## src/rtl/add_seq_pkg.sv

```systemverilog
// add_seq_pkg: shared widths, slice-count derivation and FSM encoding for add_seq32
package add_seq_pkg;
   localparam int WIDTH_DEF = 32;
   localparam int SLICE_DEF = 8;
   function automatic int nslice(input int w, input int sl);
      return w / sl;
   endfunction
   typedef enum logic [1:0] {IDLE = 2'd0, RUN = 2'd1, DONE = 2'd2} state_t;
endpackage

```

## src/rtl/add_seq32_slice_add8.sv

```systemverilog
// slice_add8: combinational W-bit add with carry-in and carry-out
module slice_add8 #(
   parameter int W = 8
) (
   input  logic [W-1:0] a,
   input  logic [W-1:0] b,
   input  logic         cin,
   output logic [W-1:0] s,
   output logic         cout
);
   assign {cout, s} = {1'b0, a} + {1'b0, b} + {{W{1'b0}}, cin};
endmodule

```

## src/rtl/add_seq32.sv

```systemverilog
// add_seq32: sequential adder processing SLICE bits per cycle, IDLE -> RUN -> DONE
module add_seq32
   import add_seq_pkg::*;
#(
   parameter int WIDTH = WIDTH_DEF,
   parameter int SLICE = SLICE_DEF
) (
   input  logic             clock,
   input  logic             reset_n,
   input  logic             start,
   input  logic [WIDTH-1:0] a,
   input  logic [WIDTH-1:0] b,
   input  logic             cin,
   output logic             busy,
   output logic             done,
   output logic [WIDTH-1:0] s,
   output logic             cout,
   output logic             ovf
);
   localparam int NSLICE = nslice(WIDTH, SLICE);
   localparam int CW = NSLICE > 1 ? $clog2(NSLICE) : 1;
   state_t state_q, state_d;
   logic [CW-1:0] cnt_q, cnt_d;
   logic [WIDTH-1:0] a_q, a_d, b_q, b_d, acc_q, acc_d, s_q, s_d;
   logic c_q, c_d, cout_q, cout_d, ovf_q, ovf_d;
   logic [SLICE-1:0] sl_a, sl_b, sl_s;
   logic sl_c, last;
   assign last = cnt_q == CW'(NSLICE - 1);
   assign sl_a = a_q[cnt_q*SLICE +: SLICE];
   assign sl_b = b_q[cnt_q*SLICE +: SLICE];
   slice_add8 #(.W(SLICE)) u_slice (
      .a   (sl_a),
      .b   (sl_b),
      .cin (c_q),
      .s   (sl_s),
      .cout(sl_c)
   );
   // all state: FSM, counter, captured operands, accumulator and result registers
   always_ff @(posedge clock or negedge reset_n) begin
      if (!reset_n) begin
         state_q <= IDLE;
         cnt_q   <= '0;
         a_q     <= '0;
         b_q     <= '0;
         c_q     <= 1'b0;
         acc_q   <= '0;
         s_q     <= '0;
         cout_q  <= 1'b0;
         ovf_q   <= 1'b0;
      end else begin
         state_q <= state_d;
         cnt_q   <= cnt_d;
         a_q     <= a_d;
         b_q     <= b_d;
         c_q     <= c_d;
         acc_q   <= acc_d;
         s_q     <= s_d;
         cout_q  <= cout_d;
         ovf_q   <= ovf_d;
      end
   end
   // next state: start only matters in IDLE, DONE always lasts one cycle
   always_comb begin
      state_d = state_q == IDLE ? (start ? RUN : IDLE) :
                state_q == RUN  ? (last ? DONE : RUN) : IDLE;
   end
   // datapath: capture on accepted start, one slice per RUN cycle, results loaded entering DONE
   always_comb begin
      a_d    = a_q;
      b_d    = b_q;
      c_d    = c_q;
      cnt_d  = cnt_q;
      acc_d  = acc_q;
      s_d    = s_q;
      cout_d = cout_q;
      ovf_d  = ovf_q;
      if (state_q == IDLE && start) begin
         a_d   = a;
         b_d   = b;
         c_d   = cin;
         cnt_d = '0;
      end
      if (state_q == RUN) begin
         acc_d[cnt_q*SLICE +: SLICE] = sl_s;
         c_d   = sl_c;
         cnt_d = last ? '0 : cnt_q + CW'(1);
         if (last) begin
            s_d    = acc_d;
            cout_d = sl_c;
            ovf_d  = (a_q[WIDTH-1] == b_q[WIDTH-1]) && (acc_d[WIDTH-1] != a_q[WIDTH-1]);
         end
      end
   end
   // outputs: status decoded from state, results straight from registers
   always_comb begin
      busy = state_q == RUN;
      done = state_q == DONE;
      s    = s_q;
      cout = cout_q;
      ovf  = ovf_q;
   end
endmodule

```

## config.mk

```make
export PLATFORM = sky130hd
export DESIGN_NAME = add_seq32
export DESIGN_NICKNAME = d
export VERILOG_FILES = /design/src/rtl/add_seq_pkg.sv /design/src/rtl/add_seq32_slice_add8.sv /design/src/rtl/add_seq32.sv
export SDC_FILE = /design/constraint.sdc
export NUM_CORES = 1
export LEC_CHECK = 0
export CAP_MARGIN = 15
export CORE_ASPECT_RATIO = 0.9
export CORE_MARGIN = 2
export CORE_UTILIZATION = 50
export CTS_BUF_LIST = sky130_fd_sc_hd__clkbuf_4 sky130_fd_sc_hd__clkbuf_8 sky130_fd_sc_hd__clkbuf_16
export DETAILED_ROUTE_END_ITERATION = 10
export PLACE_DENSITY = 0.83
export SLEW_MARGIN = 0
export SYNTH_ARGS = -nofsm -noshare
export SYNTH_HDL_FRONTEND = slang
export SYNTH_HIERARCHICAL = 1
export SYNTH_SLANG_ARGS = --single-unit
```

## constraint.sdc

```tcl
create_clock -name clock -period 4 [get_ports clock]
set_input_delay 0.6 -clock clock [delete_from_list [all_inputs] [get_ports clock]]
set_output_delay 0.6 -clock clock [all_outputs]
set_load 0.02 [all_outputs]
```

==> flow_summary.ini, run 1 <==
[worst_setup_path]
worstPathArrival_ps = 3900
endpoint_kind = flop
r2r_slack_ps = 420
start_kind = flop
crit_family = compound AO/OA/AOI/OAI gates
crit_chain = buf_4, mux4_2, ha_1, nand3_1, a21o_1, o211ai_1, a21oi_1, o21ai_0
cp_slowest_cell = o211ai_1
required_ps = 4320
cp_num_buf_inv = 1
max_stage_delay_ps = 940
path_max_fanout = 14
path_class = flop to flop

[grt]
top_usage_layer = met2
grt_use_met1 = 0.287
use_met2 = 0.387
grt-ovfl-total = 0
grt_pass1_wl_um = 23000
globalRouteMet3Util = 0.0725
grt_max_degree = 82
grt_usage = 0.230
grt_antenna_before_repair = 0
first_global_vias = 4598

[route]
via_per_inst = 5.67
wl_um = 14300
first_iter_violations = 267
wire_per_inst_um = 18.5
drc = 0
drtAntennaViolNets = 0
dr.pass1.iters = 4
via_count = 4364

[floorplan]
fp-row-count = 38
die_h_um = 110
initial_core_util = 0.516
die_w_um = 122
die-area_mm2 = 0.0135
core_area_mm2 = 0.0122
ios = 104

[logic_synthesis]
syn_area_mm2 = 0.00628
syn_area_per_cell_um2 = 12.5
synthDistinctLibCells = 50
synth_nets = 586
yosysWarningCount = 6
ys_ff_latch = 135
synthCells = 503
yosysSeqAreaShare = 0.538

[clocking]
cts_tree = built
postCtsHoldBufs = 0
cts-root-buf = clkbuf_16
cts_max_level = 4
cts_buffer_depth = 2
cts.sinks = 135
path_clk_slew_ps = 60
post-cts-setup-buffer-count = 0
clock_latency_ps = 420
numCtsBuffers = 17
cts_resized = 0

[place]
gp_congestion = 0.827
place_hpwl_um = 9660
port_buffers = 103
placed_cells = 736
place_ws_ps = 627

[layout]
final_util = 0.658
drive_above_1_share = 0.133
area.growth.synth_to_final_pct = 27.5
nNetsFinal = 680
stdcell_count = 770
antenna_cells = 0

[power_and_ir_drop]
p_leak_nw = 3.41
peakVddDrop_mv = 0.890
power.density_mw_per_mm2 = 1020

[sta]
rsz0062_at_grt = false
hold_viol_final = 0
finClkSkew_ps = 5.73
period_minus_slack_ps = 3580
fin_hold_ws_ps = 222
min_period_over_period = 0.895
slew_headroom = 0.213
setup_viol = 0
tightest_slew_ps = 1170
finalSetupTns_ps = 0
setup_slack_ps = 421
fmax_mhz = 279
slew_viol_final = 0

[worst_hold_path]
hold_path.class = primary input to async pin

[flow_run]
cap_violations = 0

[outcome]
status = finished, final reports clean
[layout make-up]
class	instances	area (µm²)
tap	160	200
sequential	135	3380
clock buffer	19	453
fill	896	4160
timing repair buffer	114	1120
clock inverter	13	154
inverter	8	30.0
multi-input combinational	321	2680
[per-stage QoR]
step | power [mW] | instance area [µm²]
finish | 8.14 | 8010
CTS | 8.12 | 8000
global route | 8.55 | 8010
global placement | 6.31 | 7390
floorplan | 5.21 | 6280
detailed placement | 6.47 | 7390
[flip-flops by register name (all words and copies together), names as in the netlist]
| name | count |
|---|---|
| a_q | 32 |
| acc_q | 32 |
| b_q | 32 |
| c_q | 1 |
| cnt_q | 2 |
| cout | 1 |
| ovf | 1 |
| s | 32 |
| state_q | 2 |
[layer usage]
layer | routed length (µm) | vias to the layer above
li1 | - | 2000
met1 | 6040 | 2187
met2 | 7090 | 157
met3 | 903 | 20
met4 | 234 | 0
met5 | 0 | -
[cell families (layout without fill, tap and decap cells)]
logic type,Yosys count,after routing,share of synthesized area
and+or+nand+nor,102,102,0.0912
adders and majority gates,15,15,0.0323
AOI/OAI and AO/OA,118,118,0.121
xor gates and xnor gates,4,4,0.00558
buffers and inverters,47,154,0.0374
DFF,135,135,0.538
muxes,82,82,0.175
[cells in the mapped netlist, drive strengths merged]
master | number | area (µm²)
o21a | 1 | 7.51
o211ai | 1 | 7.51
nor4b | 1 | 8.76
mux4 | 16 | 360
nor2 | 4 | 22.5
nand4b | 1 | 8.76
mux2i | 1 | 10.0
a22oi | 1 | 7.51
nor4 | 1 | 6.26
ha | 13 | 163
nand3 | 3 | 15.0
nor3 | 2 | 15.0
xnor2 | 2 | 17.5
dfrtp | 135 | 3380
or3b | 1 | 8.76
nor3b | 2 | 20.0
a31oi | 1 | 6.26
o21bai | 2 | 15.0
clkbuf | 17 | 72.6
a22o | 32 | 280
a21o | 3 | 22.5
and4 | 2 | 17.5
inv | 8 | 30.0
a21oi | 38 | 194
nand3b | 3 | 22.5
nor2b | 35 | 219
xor2 | 2 | 17.5
nand4 | 2 | 12.5
nor4bb | 3 | 30.0
a2111o | 1 | 11.3
o21ai | 35 | 175
o221a | 1 | 11.3
a311o | 2 | 20.0
fa | 2 | 40.0
nand2 | 40 | 150
mux2 | 65 | 732
nand2b | 1 | 6.26
and4b | 1 | 10.0
buf | 22 | 133
[cells in the final DEF, fill, tap and decap left out, types with 3 or more instances in the layout]
master           synthesis  layout
bufinv_16                0       3
nor2_1                   3       3
nand2_1                 40      40
inv_1                    7       7
dfrtp_1                135     135
mux4_2                  16      16
clkdlybuf4s50_1          0     102
ha_1                    13      13
clkinv_2                 0       5
a22o_1                  32      32
nand3b_1                 3       3
a21o_1                   3       3
mux2_1                  50      50
mux2_2                  15      15
o21ai_1                 15      15
clkbuf_16                0      17
nand3_1                  3       3
o21ai_0                 20      20
nor2b_1                 35      35
buf_4                    7       9
nor4bb_1                 3       3
clkinvlp_4               0       4
a21oi_1                 37      37
[worst paths after layout]
kind                           from      end  cells after the start
max                        cnt_q[1]    s[31]                      8
min                         reset_n    s[30]                      1
max reg2reg                cnt_q[1]    s[31]                      8
min reg2reg                   s[19]    s[19]                      2
max in group asynchronous   reset_n  b_q[29]                      2
min in group clock            s[19]    s[19]                      2
[where the power goes]
group / internal (mW) / switching, mW
Combinational: 1.67 / 2.58
Clock: 1.01 / 0.577
Sequential: 1.95 / 0.357
Note: power is estimated with default switching activity, not from simulation.
==> run 2, diff against run 1 <==
--- a/config.mk
+++ b/config.mk
@@ -7,11 +7,11 @@
 export LEC_CHECK = 0
 export CAP_MARGIN = 15
 export CORE_ASPECT_RATIO = 0.9
-export CORE_MARGIN = 2
 export CORE_UTILIZATION = 50
 export CTS_BUF_LIST = sky130_fd_sc_hd__clkbuf_4 sky130_fd_sc_hd__clkbuf_8 sky130_fd_sc_hd__clkbuf_16
 export DETAILED_ROUTE_END_ITERATION = 10
 export PLACE_DENSITY = 0.83
+export REMOVE_ABC_BUFFERS = 1
 export SLEW_MARGIN = 0
 export SYNTH_ARGS = -nofsm -noshare
 export SYNTH_HDL_FRONTEND = slang
==> flow_summary.ini, run 2 (synthesis gave the netlist of run 1 again) <==
[outcome]
status = finished, final reports clean

[route]
drc = 0
via_count = 4343
dr.pass1.iters = 4
drtAntennaViolNets = 0
wl_um = 14100
wire_per_inst_um = 18.4
via_per_inst = 5.67
first_iter_violations = 313

[worst_setup_path]
start_kind = flop
r2r.worst_path.cells = 8
crit_family = adder cells
path_max_fanout = 8
path_class = flop to flop
cp_num_cells = 8
endpoint_kind = flop
cp_num_buf_inv = 0
worstPathArrival_ps = 3820
max_stage_delay_ps = 660
cp_slowest_cell = xor2_1
r2r_slack_ps = 510
crit_chain = mux4_2, fa_1, fa_1, a21oi_1, o21bai_1, xor2_1, a21oi_1, o21ai_0
required_ps = 4340

[power_and_ir_drop]
p_leak_nw = 3.40
power_mw = 8.03
power.density_mw_per_mm2 = 1010
peakVddDrop_mv = 0.825

[sta]
slew_headroom = 0.267
period_minus_slack_ps = 3490
min_period_over_period = 0.872
finalSetupTns_ps = 0
rsz0062_at_grt = false
setup_viol = 0
slew_viol_final = 0
hold_viol_final = 0
finClkSkew_ps = 7.65
tightest_slew_ps = 1090
fmax_mhz = 287
fin_hold_ws_ps = 316

[floorplan]
die_h_um = 108
ios = 104
die_w_um = 120
die-area_mm2 = 0.0130
core_area_mm2 = 0.0122
fp-row-count = 38
initial_core_util = 0.516

[layout]
final_util = 0.656
fillers = 894
drive_above_1_share = 0.127
final_cell_mix = dfrtp_1, clkdlybuf4s50_1, mux2_1
antenna_cells = 0
nNetsFinal = 680
final_common_cell = dfrtp_1
fin_area_mm2 = 0.00799
multi_input_area_mm2 = 0.00268
register_area_mm2 = 0.00338
area.growth.synth_to_final_pct = 27.1

[place]
place_hpwl_um = 9660
port_buffers = 103
gp_congestion = 0.790
placed_area_mm2 = 0.00740

[clocking]
cts_max_level = 4
cts_buffer_depth = 2
path_clk_slew_ps = 50
numCtsBuffers = 17
cts.sinks = 135
cts-root-buf = clkbuf_16
cts_tree = built
cts_resized = 0
post-cts-setup-buffer-count = 0
clock_latency_ps = 420
postCtsHoldBufs = 0

[grt]
grt_antenna_before_repair = 0
grt_max_degree = 75
first_global_vias = 4541
grt-ovfl-total = 0
grt_usage = 0.240
grt_pass1_wl_um = 23400

[flow_run]
cap_violations = 0

[worst_hold_path]
hold_path.class = primary input to async pin
-- run 2: cell count changes in the layout (fill, tap and decap cells not counted), moves of 2 or more --
cell | previous run | this run
buf_4 | 9 | 12
clkbuf_4 | 0 | 2
clkbuf_8 | 2 | 6
clkinv_2 | 5 | 1
clkinvlp_4 | 4 | 0
-- run 2: worst paths after layout --
| kind | to | start |
|---|---|---|
| setup reg to reg | s[4] | cnt_q[0] |
| min in group clock | s[17] | s[17] |
| setup / recovery | s[4] | cnt_q[0] |
| hold reg to reg | s[17] | s[17] |
| hold / removal | s[10] | reset_n |
| max in group asynchronous | b_q[24] | reset_n |
-- run 2: worst register-to-register path: cells and delay by family (launching register included) --
| kind | cells | cell delay [ps] |
|---|---|---|
| compound gates | 4 | 650 |
| mux | 1 | 580 |
| flops | 1 | 630 |
| xor+xnor | 1 | 660 |
| fa+ha+maj | 2 | 880 |
-- run 2: power by group --
| group | switching, mW | internal, mW |
|---|---|---|
| registers | 0.394 | 1.95 |
| logic | 2.45 | 1.67 |
| clock network | 0.543 | 1.02 |
-- run 2: per-layer routing --
| layer | part of all wire | global-route usage |
|---|---|---|
| met5 | 0 | 0 |
| met4 | 0.027 | 0.115 |
| met3 | 0.048 | 0.0659 |
| met2 | 0.49 | 0.381 |
| met1 | 0.44 | 0.307 |
-- run 2: area by class of cell --
class / count / share of cell area
flip-flops and latches: 135 / 0.423
multi-input cells: 321 / 0.335
repair buffers: 114 / 0.139
clock buffers: 25 / 0.0655
well taps: 160 / 0.0251
clock inverters: 3 / 0.00815
inverters: 8 / 0.00376
-- run 2: per-stage QoR --
stage          std cells  setup WS (ps)
6_report             766            513
5_1_grt              766            239
4_1_cts              766            478
3_5_place_dp         738            481
3_3_place_gp         738            651
2_1_floorplan        464            241
==> run 3, diff against run 2 <==
--- a/config.mk
+++ b/config.mk
@@ -12,7 +12,7 @@
 export DETAILED_ROUTE_END_ITERATION = 10
 export PLACE_DENSITY = 0.83
 export REMOVE_ABC_BUFFERS = 1
-export SLEW_MARGIN = 0
+export SLEW_MARGIN = 20
 export SYNTH_ARGS = -nofsm -noshare
 export SYNTH_HDL_FRONTEND = slang
 export SYNTH_HIERARCHICAL = 1
==> results of run 3 <==
No change in the layout: final DEF, timing and power equal those of run 2.
